===== config.mk =====
export PLATFORM = sky130hd
export DESIGN_NAME = bus_fabric
export DESIGN_NICKNAME = d
export VERILOG_FILES = /design/src/rtl/bus_fabric_pkg.sv /design/src/rtl/bus_addr_decode.sv /design/src/rtl/bus_fabric.sv
export SDC_FILE = /design/constraint.sdc
export NUM_CORES = 1
export LEC_CHECK = 0
export BUFFER_PORTS_ARGS = -buffer_cell sky130_fd_sc_hd__buf_2
export CELL_PAD_IN_SITES_DETAIL_PLACEMENT = 2
export CELL_PAD_IN_SITES_GLOBAL_PLACEMENT = 2
export CORE_AREA = 5 5 181 183
export CTS_BUF_LIST = sky130_fd_sc_hd__clkbuf_4 sky130_fd_sc_hd__clkbuf_8 sky130_fd_sc_hd__clkbuf_16
export DETAILED_ROUTE_END_ITERATION = 16
export DIE_AREA = 0 0 186 188
export PLACE_DENSITY = 0.76
export SYNTH_ARGS = -nofsm -noshare
export SYNTH_HDL_FRONTEND = slang
export SYNTH_SLANG_ARGS = --single-unit

===== constraint.sdc =====
create_clock -name clk -period 6.3 [get_ports clk]
set_clock_uncertainty 0.2 [all_clocks]
set_input_delay 0.945 -clock clk [delete_from_list [all_inputs] [get_ports clk]]
set_output_delay 0.945 -clock clk [all_outputs]
set_load 0.02 [all_outputs]

===== src/rtl/bus_fabric_pkg.sv =====
// Shared types and constants for the CPU-to-peripheral bus fabric:
// FSM states, error cause codes and the standard SoC address map.
package bus_fabric_pkg;

    typedef enum logic [1:0] {
        ST_IDLE   = 2'd0,
        ST_ACTIVE = 2'd1,
        ST_RESP   = 2'd2
    } state_e;

    localparam logic [1:0] ERR_NONE    = 2'b00;
    localparam logic [1:0] ERR_DECODE  = 2'b01;
    localparam logic [1:0] ERR_TIMEOUT = 2'b10;

    localparam logic [31:0] DEFAULT_ERR_DATA = 32'hDEAD_BEEF;

    // Standard SoC map, one base/mask pair per peripheral
    localparam logic [31:0] ROM_BASE     = 32'h0000_0000;
    localparam logic [31:0] ROM_MASK     = 32'hFFFF_F000;
    localparam logic [31:0] FLASH_BASE   = 32'h0010_0000;
    localparam logic [31:0] FLASH_MASK   = 32'hFFF0_0000;
    localparam logic [31:0] SRAM_BASE    = 32'h0002_0000;
    localparam logic [31:0] SRAM_MASK    = 32'hFFFE_0000;
    localparam logic [31:0] LED_BASE     = 32'h0300_0000;
    localparam logic [31:0] LED_MASK     = 32'hFFFF_FF00;
    localparam logic [31:0] SYSTICK_BASE = 32'h0300_0100;
    localparam logic [31:0] SYSTICK_MASK = 32'hFFFF_FF00;
    localparam logic [31:0] UART_BASE    = 32'h0200_0000;
    localparam logic [31:0] UART_MASK    = 32'hFFFF_FFF0;
    localparam logic [31:0] SPI_BASE     = 32'h0200_0010;
    localparam logic [31:0] SPI_MASK     = 32'hFFFF_FFF0;
    localparam logic [31:0] GPIO_BASE    = 32'h0300_0200;
    localparam logic [31:0] GPIO_MASK    = 32'hFFFF_FF00;

    localparam int SOC_NUM_SLAVES = 8;

    // Slave 0 occupies the least significant word
    localparam logic [32*SOC_NUM_SLAVES-1:0] SOC_SLAVE_BASE = {
        GPIO_BASE, SPI_BASE, UART_BASE, SYSTICK_BASE,
        LED_BASE, SRAM_BASE, FLASH_BASE, ROM_BASE
    };
    localparam logic [32*SOC_NUM_SLAVES-1:0] SOC_SLAVE_MASK = {
        GPIO_MASK, SPI_MASK, UART_MASK, SYSTICK_MASK,
        LED_MASK, SRAM_MASK, FLASH_MASK, ROM_MASK
    };

endpackage


===== src/rtl/bus_addr_decode.sv =====
// Table-driven address decoder: per-slave base/mask match, resolved so the
// lowest-index matching slave wins, plus an any-hit flag.
module bus_addr_decode
    import bus_fabric_pkg::*;
#(
    parameter int                      NUM_SLAVES = 8,
    parameter logic [32*NUM_SLAVES-1:0] SLAVE_BASE = {NUM_SLAVES{32'h0}},
    parameter logic [32*NUM_SLAVES-1:0] SLAVE_MASK = {NUM_SLAVES{32'hFFFF_FFFF}}
) (
    input  logic [31:0]           i_addr,
    output logic [NUM_SLAVES-1:0] o_hit_onehot,
    output logic                  o_hit
);

    logic [NUM_SLAVES-1:0] w_raw_hit;

    // raw match of every slave window against the address
    always_comb begin
        w_raw_hit = {NUM_SLAVES{1'b0}};
        for (int i = 0; i < NUM_SLAVES; i++) begin
            w_raw_hit[i] = ((i_addr & SLAVE_MASK[32*i +: 32]) == SLAVE_BASE[32*i +: 32]);
        end
    end

    // priority resolution: a slave is selected only if no lower index matched
    always_comb begin
        logic w_found;
        w_found      = 1'b0;
        o_hit_onehot = {NUM_SLAVES{1'b0}};
        for (int i = 0; i < NUM_SLAVES; i++) begin
            o_hit_onehot[i] = w_raw_hit[i] & ~w_found;
            w_found         = w_found | w_raw_hit[i];
        end
        o_hit = w_found;
    end

endmodule


===== src/rtl/bus_fabric.sv =====
// Registered interconnect between the picorv32 native memory port and up to
// NUM_SLAVES peripherals, with decode-miss and timeout error termination.
module bus_fabric
    import bus_fabric_pkg::*;
#(
    parameter int                       NUM_SLAVES     = 8,
    parameter logic [32*NUM_SLAVES-1:0] SLAVE_BASE     = {NUM_SLAVES{32'h0}},
    parameter logic [32*NUM_SLAVES-1:0] SLAVE_MASK     = {NUM_SLAVES{32'hFFFF_FFFF}},
    parameter int                       TMO_WIDTH      = 8,
    parameter int                       TIMEOUT_CYCLES = 255,
    parameter logic [31:0]              ERR_DATA       = DEFAULT_ERR_DATA
) (
    input  logic                     clk,
    input  logic                     reset,
    input  logic                     m_valid,
    input  logic [31:0]              m_addr,
    input  logic [31:0]              m_wdata,
    input  logic [3:0]               m_wstrb,
    output logic                     m_ready,
    output logic [31:0]              m_rdata,
    output logic [NUM_SLAVES-1:0]    s_select,
    output logic [31:0]              s_addr,
    output logic [31:0]              s_wdata,
    output logic [3:0]               s_wstrb,
    input  logic [NUM_SLAVES-1:0]    s_ready,
    input  logic [32*NUM_SLAVES-1:0] s_rdata,
    input  logic                     err_clr,
    output logic                     err_irq,
    output logic [31:0]              err_addr,
    output logic [1:0]               err_cause
);

    localparam bit                   TMO_EN   = (TIMEOUT_CYCLES != 0);
    localparam logic [TMO_WIDTH-1:0] TMO_LAST = TMO_WIDTH'((TIMEOUT_CYCLES == 0) ? 0 : TIMEOUT_CYCLES - 1);
    localparam logic [TMO_WIDTH-1:0] TMO_ONE  = TMO_WIDTH'(1);

    state_e                r_state;
    logic [NUM_SLAVES-1:0] r_sel;
    logic [31:0]           r_addr;
    logic [31:0]           r_wdata;
    logic [3:0]            r_wstrb;
    logic                  r_m_ready;
    logic [31:0]           r_m_rdata;
    logic                  r_err_irq;
    logic [31:0]           r_err_addr;
    logic [1:0]            r_err_cause;
    logic [TMO_WIDTH-1:0]  r_tmo_cnt;

    logic [NUM_SLAVES-1:0] w_hit_onehot;
    logic                  w_hit;
    logic                  w_sel_ready;
    logic [31:0]           w_sel_rdata;
    logic                  w_tmo_expired;

    bus_addr_decode #(
        .NUM_SLAVES (NUM_SLAVES),
        .SLAVE_BASE (SLAVE_BASE),
        .SLAVE_MASK (SLAVE_MASK)
    ) u_decode (
        .i_addr       (m_addr),
        .o_hit_onehot (w_hit_onehot),
        .o_hit        (w_hit)
    );

    // ready and read data of the selected slave only; others are masked off
    always_comb begin
        w_sel_rdata = 32'h0000_0000;
        for (int i = 0; i < NUM_SLAVES; i++) begin
            w_sel_rdata = w_sel_rdata | (s_rdata[32*i +: 32] & {32{r_sel[i]}});
        end
        w_sel_ready = |(s_ready & r_sel);
    end

    // last permitted ACTIVE cycle; never reached when the timeout is disabled
    always_comb begin
        w_tmo_expired = TMO_EN && (r_tmo_cnt == TMO_LAST);
    end

    // transaction FSM with request, response and error registers
    always_ff @(posedge clk or posedge reset) begin
        if (reset) begin
            r_state     <= ST_IDLE;
            r_sel       <= {NUM_SLAVES{1'b0}};
            r_addr      <= 32'h0000_0000;
            r_wdata     <= 32'h0000_0000;
            r_wstrb     <= 4'b0000;
            r_m_ready   <= 1'b0;
            r_m_rdata   <= 32'h0000_0000;
            r_err_irq   <= 1'b0;
            r_err_addr  <= 32'h0000_0000;
            r_err_cause <= ERR_NONE;
            r_tmo_cnt   <= {TMO_WIDTH{1'b0}};
        end else begin
            r_m_ready <= 1'b0;
            // a clear is overridden below by any error raised this cycle
            if (err_clr) begin
                r_err_irq <= 1'b0;
            end
            case (r_state)
                ST_IDLE: begin
                    if (m_valid) begin
                        if (w_hit) begin
                            r_sel     <= w_hit_onehot;
                            r_addr    <= m_addr;
                            r_wdata   <= m_wdata;
                            r_wstrb   <= m_wstrb;
                            r_tmo_cnt <= {TMO_WIDTH{1'b0}};
                            r_state   <= ST_ACTIVE;
                        end else begin
                            r_m_rdata   <= ERR_DATA;
                            r_err_addr  <= m_addr;
                            r_err_cause <= ERR_DECODE;
                            r_err_irq   <= 1'b1;
                            r_m_ready   <= 1'b1;
                            r_state     <= ST_RESP;
                        end
                    end
                end
                ST_ACTIVE: begin
                    if (!m_valid) begin
                        r_sel   <= {NUM_SLAVES{1'b0}};
                        r_state <= ST_IDLE;
                    end else if (w_sel_ready) begin
                        r_m_rdata <= w_sel_rdata;
                        r_m_ready <= 1'b1;
                        r_sel     <= {NUM_SLAVES{1'b0}};
                        r_state   <= ST_RESP;
                    end else if (w_tmo_expired) begin
                        r_m_rdata   <= ERR_DATA;
                        r_err_addr  <= r_addr;
                        r_err_cause <= ERR_TIMEOUT;
                        r_err_irq   <= 1'b1;
                        r_m_ready   <= 1'b1;
                        r_sel       <= {NUM_SLAVES{1'b0}};
                        r_state     <= ST_RESP;
                    end else begin
                        r_tmo_cnt <= r_tmo_cnt + TMO_ONE;
                    end
                end
                ST_RESP: begin
                    r_state <= ST_IDLE;
                end
                default: begin
                    r_sel   <= {NUM_SLAVES{1'b0}};
                    r_state <= ST_IDLE;
                end
            endcase
        end
    end

    assign m_ready   = r_m_ready;
    assign m_rdata   = r_m_rdata;
    assign s_select  = r_sel;
    assign s_addr    = r_addr;
    assign s_wdata   = r_wdata;
    assign s_wstrb   = r_wstrb;
    assign err_irq   = r_err_irq;
    assign err_addr  = r_err_addr;
    assign err_cause = r_err_cause;

endmodule


==> results.tsv, run 1 <==
metric	value	unit
outcome	completed	
synth_area_leaders	dfrtp_1 62%, mux2_2 6.2%, mux2i_1 5.4%	
worstSetupPathType	input port to flop	
netlist_area	5970	sq um
drc	0	
ys_types	43	
grt_setup_unrepaired	false	
synth_top_family_by_area	multiplexers	
period_share	48.1	%
grt_pass1_vias	5347	
cp_data_required_time	6.40	ns
drive_gt1_share	47.5	%
clk_latency	0.41	ns
syn_avg_cell_area	13.1	sq um
max_slew_margin	24.6	%
yosys_warnings	0	
die_h	188	microns
power_density	284	nW/um^2
via_per_inst	4.10	
cts_setup_buffers	0	
dieArea	35000	sq um
drv_slew	0	
synth_edf_count	0	
path_clk_slew	0.06	ns
whs	0.278	ns
hold_path.class	flop to flop	
synth_compound_area_share	11.2	%
cp.arrival	3.13	ns
vias	4546	
area_delta_synth_final	37.5	%
start_kind	input port	
core	31100	sq um
cts_tree	yes	
gp_congestion	0.718	
rows	65	
setup_violations	0	
fmax	0.330	GHz
cts_num_sinks	147	
portBuffers	241	
fillers	3477	
syn_inst	457	
worstMarginPinSlew	1.13	ns
final.min_clock_period	3.03	ns
worstPathMaxFanout	24	
cts_max_path_buffers	2	
root_buffer	clkbuf_16	
wl_per_cell	17.8	microns
synth_top_area_share	61.6	%
yosys.area_share.simple	10.6	%
die_w	186	microns
htree_num_levels	4	
setup_tns	0	ns
hpwl	14200	microns
synth_xor_area_share	0	%
antenna_left	0	
firstDrtPassIters	4	
hold_buffers	0	
drt_wl_total	19700	microns
grt.total_usage	11.3	%
end_kind	flop	
drv_cap	0	
drtIter0Drc	91	
yosysTopAreaCell	dfrtp_1	
hold_viol_final	0	
grt_pass1_wl	30900	microns
grt_max_degree	84	
yosys_most_used_dff	dfrtp_1	
start_util	19.2	%
seq_area_frac_synth	61.6	%
cts_buffers	17	
async_flop_share	100	%
synth-adder-area-share	0.419	%
ios	480	
nets	1032	
leakagePower	4.21	nW
vdd_drop_max	0.000145	V
ys_ff_latch	147	
cts_resized	0	
grt_overflow	0	
antenna_found_initial	1	
synthMuxAreaShare	12.2	%
Yosys cell counts (6+ instances only):
cell        n
dfrtp_1   147
o21ai_0    37
nand2_1    36
nor2b_1    34
mux2_2     33
mux2i_1    32
o22a_1     12
o22a_2     12
clkbuf_1   10
a22o_1      8
buf_2       8
buf_4       8
nand3_1     8
o31ai_1     8
a21o_1      7
buf_6       6
inv_1       6
cell type report:
cell class / count / area (sq um) / share of cell area (%)
Clock inverter: 14 / 224 / 2.73
Inverter: 7 / 36.3 / 0.442
Timing Repair Buffer: 245 / 1250 / 15.2
Sequential cell: 147 / 3680 / 44.8
Antenna cell: 1 / 2.50 / 0.0305
Clock buffer: 18 / 439 / 5.35
Tap cell: 402 / 503 / 6.13
Multi-Input combinational cell: 276 / 2080 / 25.3
placed cells by master (no fill, tap or decap), types with 12 or more instances in the layout:
master / n
clkbuf_16: 17
dfrtp_1: 147
o22a_2: 12
mux2i_1: 32
nand2_1: 36
mux2_2: 33
o22a_1: 12
nor2b_1: 33
o21ai_0: 37
buf_2: 241
cells by family after synthesis:
logic type               Yosys count
AND/OR/NAND/NOR                  108
multiplexers                      68
other                              1
AO/OA/AOI/OAI                     91
buffers and inverters             40
flip-flops                       147
adder cells (fa/ha/maj)            2
final timing paths:
check                             start            to  slack, ns  depth (start not counted)
setup reg to reg             r_state[0]   m_rdata[19]       3.39                          4
setup / recovery                m_valid   m_rdata[19]       3.27                          4
min in group asynchronous         reset   s_wdata[14]       0.43                          2
hold / removal             err_addr[28]  err_addr[28]       0.28                          2
max in group asynchronous         reset   m_rdata[30]       3.99                          3
hold reg to reg            err_addr[28]  err_addr[28]       0.28                          2
worst max-delay path: stages:
cell	delay, ns
buf_2	0.12
nor2b_1	0.52
nand3_1	0.94
o22a_2	0.57
power breakdown:
group	total, mW	switching (mW)	internal (mW)
Sequential	0.986	0.0138	0.972
Combinational	0.184	0.124	0.0601
Clock	1.16	0.441	0.721
Total	2.33	0.578	1.75
stage by stage:
step           total power [mW]  utilization (%)  instances  worst slack (ns)  instance area (sq um)
2_1_floorplan              1.10                -        463              1.20                   5990
3_3_place_gp               1.19             24.3       1077              2.86                   7540
3_5_place_dp               1.19             24.3       1077              2.80                   7540
4_1_cts                    2.38             26.4       1109              3.28                   8210
5_1_grt                    2.44             26.4       1110              3.16                   8210
6_report                   2.33             26.4       1110              3.27                   8210
flip-flops by register name, indices dropped and copies added, names as in the netlist:
register and count:
s_select 1, s_wdata 32, r_tmo_cnt 8, m_rdata 32, r_state 2, err_cause 2
s_addr 32, s_wstrb 4, err_irq 1, err_addr 32, m_ready 1
routing by layer:
metal / GRT usage [%] / up-vias / wire [microns]
li1: - / 2083 / -
met1: 13.1 / 2321 / 7930
met2: 19.9 / 128 / 10300
met3: 3.36 / 14 / 1150
met4: 3.62 / 0 / 316
met5: 0 / - / 0
(Power assumes the default switching activity.)
==> run 2: changes to the inputs <==
Settings changed: ABC_AREA set to 1, CORE_AREA 5 5 181 183 to 5 5 182 184, DIE_AREA 0 0 186 188 to 0 0 187 189, PLACE_DENSITY 0.76 to 0.85.
Clock period 6.3 ns to 2.9 ns, I/O delays scaled along.
==> results.tsv, run 2 <==
metric	value	unit
outcome	completed	
ios	480	
switching_power	1.46	mW
worstSetupPathType	flop to flop	
leakagePower	4.84	nW
cts_resized	0	
drv_cap	0	
core	31200	sq um
vdd_drop_max	0.000336	V
yosysTopAreaCell	dfrtp_1	
worstMarginPinSlew	0.571	ns
swShare	28.9	%
hold_path.class	input port to flop	
drtIter0Drc	149	
ys_types	29	
cts_num_sinks	147	
synth_common_cells	268 x nand2_1, 147 x dfrtp_1, 85 x nor2_1, 44 x inv_1, 34 x o21ai_0	
setup_tns	0	ns
worst_slack	0.545	ns
seq_area_frac_synth	56.6	%
hpwl	18000	microns
whs_path_depth	3	
min_from	m_wdata[18]	
worstPathMaxFanout	34	
period_share	81.2	%
netlist_area	6500	sq um
portBuffers	241	
async_flop_share	100	%
synth_top_area_share	56.6	%
drt_wl_total	24900	microns
root_buffer	clkbuf_16	
mostFrequentLayoutCells	267 x nand2_1, 241 x buf_2, 147 x dfrtp_1	
syn_avg_cell_area	8.69	sq um
drive_gt1_share	33.6	%
start_kind	flop	
cp.arrival	2.48	ns
area_delta_synth_final	37.4	%
hold_viol_final	0	
grt_max_degree	59	
r2r-start	r_tmo_cnt[0]	
path_clk_slew	0.07	ns
drc	0	
crit_start	r_tmo_cnt[0]	
p_int	3.59	mW
clk_latency	0.43	ns
grt.total_usage	14.1	%
min_to	s_wdata[18]	
dieArea	35300	sq um
grt_pass1_wl	39500	microns
syn_inst	748	
clockPowerShare	43.3	%
synth_edf_count	0	
yosys_warnings	0	
gp_congestion	0.751	
die_h	189	microns
htree_num_levels	4	
placed_cells_incl_taps	1367	
reg2reg_setup_slack	0.55	ns
die_w	187	microns
cts_buffers	17	
grt_setup_unrepaired	false	
final.min_clock_period	2.35	ns
antenna_left	0	
cts_max_path_buffers	2	
comb_power_share	12.8	%
rows	65	
diodes	0	
whs	0.0202	ns
synth_area_leaders	dfrtp_1 57%, nand2_1 15%, nor2_1 4.9%	
vias	6064	
fmax	0.425	GHz
firstDrtPassIters	4	
ys_ff_latch	147	
nets	1347	
cp_data_required_time	3.02	ns
yosys_most_used_dff	dfrtp_1	
wl_per_cell	17.5	microns
setup_violations	0	
fillers	3663	
placed_area	8120	sq um
r2r_cells	9	
yosysMostFrequentCell	nand2_1	
cts_tree	yes	
pwr-share-seq	43.9	%
via_per_inst	4.26	
multiInputGateArea	2370	sq um
grt_overflow	0	
antenna_found_initial	2	
final-seq-area	3680	sq um
grt_pass1_vias	6986	
final_common_cell	nand2_1	
start_util	20.8	%
post-place-ws	0.337	ns
power_density	565	nW/um^2
final_area	8930	sq um
layout.cells.non_filler	1424	
max_slew_margin	61.6	%
r2r_end	err_addr[27]	
end_kind	flop	
drv_slew	0	
-- run 2: cell types whose count changed after synthesis, moves of 17 or more --
cell,delta
inv_1,+38
mux2_2,-33
mux2i_1,-32
nand2_1,+232
nand2_2,+17
nand4_1,+31
nor2_1,+81
nor2b_1,-34
o21ai_2,+20
-- run 2: through the flow --
step / power, mW / util [%]
floorplan: 2.61 / -
global placement: 2.86 / 26.0
detailed placement: 2.89 / 26.0
CTS: 5.14 / 28.6
global route: 5.29 / 28.6
finish: 5.04 / 28.6
-- run 2: how the worst max path moves through the flow --
stage,cells past startpoint,endpoint,slack (ns)
finish,9,err_addr[27],0.55
global route,9,err_addr[27],0.31
CTS,9,err_addr[27],0.49
detailed placement,11,m_rdata[26],0.34
global placement,11,m_rdata[6],0.41
floorplan,1,err_addr[0],0.42
-- run 2: logic make-up after synthesis --
group	count (synthesis)	synth area share (%)
AND/OR/NAND/NOR	429	28.1
flip-flops	147	56.6
buffers and inverters	95	7.50
AO/OA/AOI/OAI	68	6.56
XOR/XNOR	6	0.808
adder cells (fa/ha/maj)	2	0.385
other	1	0.0577
-- run 2: final cells by class --
class / instances / area share (%)
Inverter: 48 / 2.06
Timing Repair Buffer: 283 / 18.3
Clock inverter: 14 / 1.50
Tap cell: 402 / 5.63
Multi-Input combinational cell: 512 / 26.5
Sequential cell: 147 / 41.2
Clock buffer: 18 / 4.85
-- run 2: power groups by stage --
stage / clock [mW] / sequential (mW) / combinational, mW
floorplan: 0 / 2.38 / 0.229
global placement: 0 / 2.25 / 0.610
detailed placement: 0 / 2.26 / 0.629
CTS: 2.27 / 2.22 / 0.656
global route: 2.35 / 2.23 / 0.710
finish: 2.19 / 2.22 / 0.643
-- run 2: what timing repair did --
item	CTS	global route
buffers inserted	0	0
hold buffers	25	0
endpoints found under the hold margin	39	0
endpoints found under the setup margin	0	0
-- run 2: metal layers --
metal	routed length (microns)	vias to the layer above	track usage (%)
li1	-	2848	-
met3	1930	29	5.64
met1	9900	3005	15.7
met5	21	-	0
met2	12600	178	25.1
met4	436	4	3.81
-- run 2: critical path, cell delays in order, from the launching register on --
cell,delay [ns]
dfrtp_1,0.42
inv_1,0.12
ha_1,0.19
nand2_1,0.06
inv_1,0.09
nand3_4,0.11
o21ai_4,0.38
nand3_4,0.41
nand2_1,0.19
nand2_1,0.07
==> run 3: changes to the inputs <==
Settings changed: CORE_AREA 5 5 182 184 to 5 5 146 253, DIE_AREA 0 0 187 189 to 0 0 151 258, PLACE_DENSITY 0.85 to 0.81.
Clock period 2.9 ns to 2.16 ns, I/O delays scaled along.
==> results.tsv, run 3 (same netlist as run 2, synthesis figures left out) <==
metric	value	unit
outcome	completed	
dieArea	39000	sq um
clockPowerShare	46.2	%
top_layer_used	met4	
root_buffer	clkbuf_16	
post-place-ws	-0.0581	ns
vias	6430	
drc	0	
mostFrequentLayoutCells	267 x nand2_1, 241 x buf_2, 147 x dfrtp_1	
pwr-share-seq	40.5	%
p_int	5.39	mW
ios	480	
grt_overflow	0	
clk_latency	0.43	ns
rows	91	
portBuffers	241	
fmax	0.507	GHz
drtIter0Drc	143	
grt_max_degree	46	
gp_congestion	0.801	
path_clk_slew	0.06	ns
cts_buffers	17	
cts_max_path_buffers	2	
drive_gt1_share	33.1	%
power_density	755	nW/um^2
drv_cap	0	
fillers	4029	
grt_pass1_vias	7602	
drv_slew	0	
cp.arrival	2.11	ns
worstSetupPathType	flop to flop	
start_kind	flop	
cts_num_sinks	147	
final.min_clock_period	1.97	ns
htree_num_levels	4	
leakagePower	5.19	nW
worstPathMaxFanout	14	
firstDrtPassIters	4	
worst_slack	0.186	ns
power	7.37	mW
via_per_inst	4.15	
end_kind	flop	
wl_per_cell	18.0	microns
route.met2.wl	14900	microns
placed_cells_incl_taps	1442	
worstMarginPinSlew	0.564	ns
die_h	258	microns
wl_met3	1530	microns
layout.cells.non_filler	1551	
switching_power	1.98	mW
start_util	18.7	%
antenna_left	0	
met1_length	10200	microns
die_w	151	microns
grt.total_usage	14.6	%
cp_data_required_time	2.29	ns
comb_power_share	13.3	%
swShare	26.8	%
final_common_cell	nand2_1	
core	34800	sq um
hold_path.class	input port to flop	
placed_area	8350	sq um
setup_violations	0	
nets	1407	
cts_tree	yes	
hpwl	19200	microns
grt_pass1_wl	43100	microns
area_delta_synth_final	50.1	%
final_area	9760	sq um
antenna_found_initial	4	
max_slew_margin	62.3	%
hold_viol_final	0	
period_share	91.4	%
vdd_drop_max	0.000546	V
drt_wl_total	27900	microns
## run 3: changes by cell type in the layout (fill, tap and decap cells not counted)
cell	delta
dlygate4sd3_1	+45
buf_4	+8
buf_12	+5
bufinv_16	+4
clkinv_4	-4
diode_2	+4
clkbuf_8	+2
clkinv_2	+2
clkinvlp_4	-2
buf_6	+1
clkbuf_16	+1
clkbuf_4	-1
inv_6	-1
## run 3: metal layers
layer	GRT usage, %	up-vias
li1	-	2978
met1	14.7	3169
met2	26.5	221
met3	4.04	62
met4	8.25	0
met5	0	-
## run 3: final cells by class
type,instances,area [sq um],share of cell area (%)
repair buffers,343,2280,23.4
clock inverters,13,205,2.10
diodes,4,10.0,0.103
well taps,465,582,5.96
inverters,48,184,1.88
flip-flops and latches,147,3680,37.7
multi-input cells,512,2370,24.2
clock buffers,19,453,4.64
## run 3: what timing repair did
action                                 CTS  global route
endpoints found under the hold margin   81             0
resized for setup                        0             1
hold buffers                            70             0
setup buffers                            0             2
setup endpoints to repair                0            13
## run 3: worst paths after layout
kind	start	endpoint	slack, ns	cells after the start
min in group asynchronous	reset	s_wdata[25]	0.30	3
worst max-delay path	r_tmo_cnt[0]	m_rdata[23]	0.19	12
worst min-delay path	m_addr[9]	err_addr[9]	0.08	5
worst min register to register	err_addr[12]	err_addr[12]	0.27	2
max in group asynchronous	reset	err_addr[5]	0.83	4
worst max register to register	r_tmo_cnt[0]	m_rdata[23]	0.19	12
## run 3: critical path, stage by stage (launching register included)
cell and delay (ns):
dfrtp_1 0.39, inv_1 0.08, ha_1 0.20, nand2_1 0.06
inv_1 0.06, nand3_4 0.11, nand3_1 0.08, nand2_1 0.07
clkinv_1 0.09, nand2_4 0.16, buf_12 0.17, nand2_1 0.05
o21ai_1 0.13
## run 3: per-stage QoR
stage	setup TNS, ns	util (%)	hold slack, ns
after floorplan	-31.02	-	0.234
after global placement	-0.507	24.0	0.223
after detailed placement	-0.863	24.0	0.227
after CTS	0	27.9	0.0290
after global routing	-0.0187	28.0	0.0735
final	0	28.0	0.0764
## run 3: power by group through the flow
stage / clock network [mW] / logic (mW) / registers, mW
after floorplan: 0 / 0.307 / 3.19
after global placement: 0 / 0.843 / 3.03
after detailed placement: 0 / 0.871 / 3.03
after CTS: 3.53 / 0.977 / 2.98
after global routing: 3.63 / 1.07 / 3.00
final: 3.40 / 0.980 / 2.99
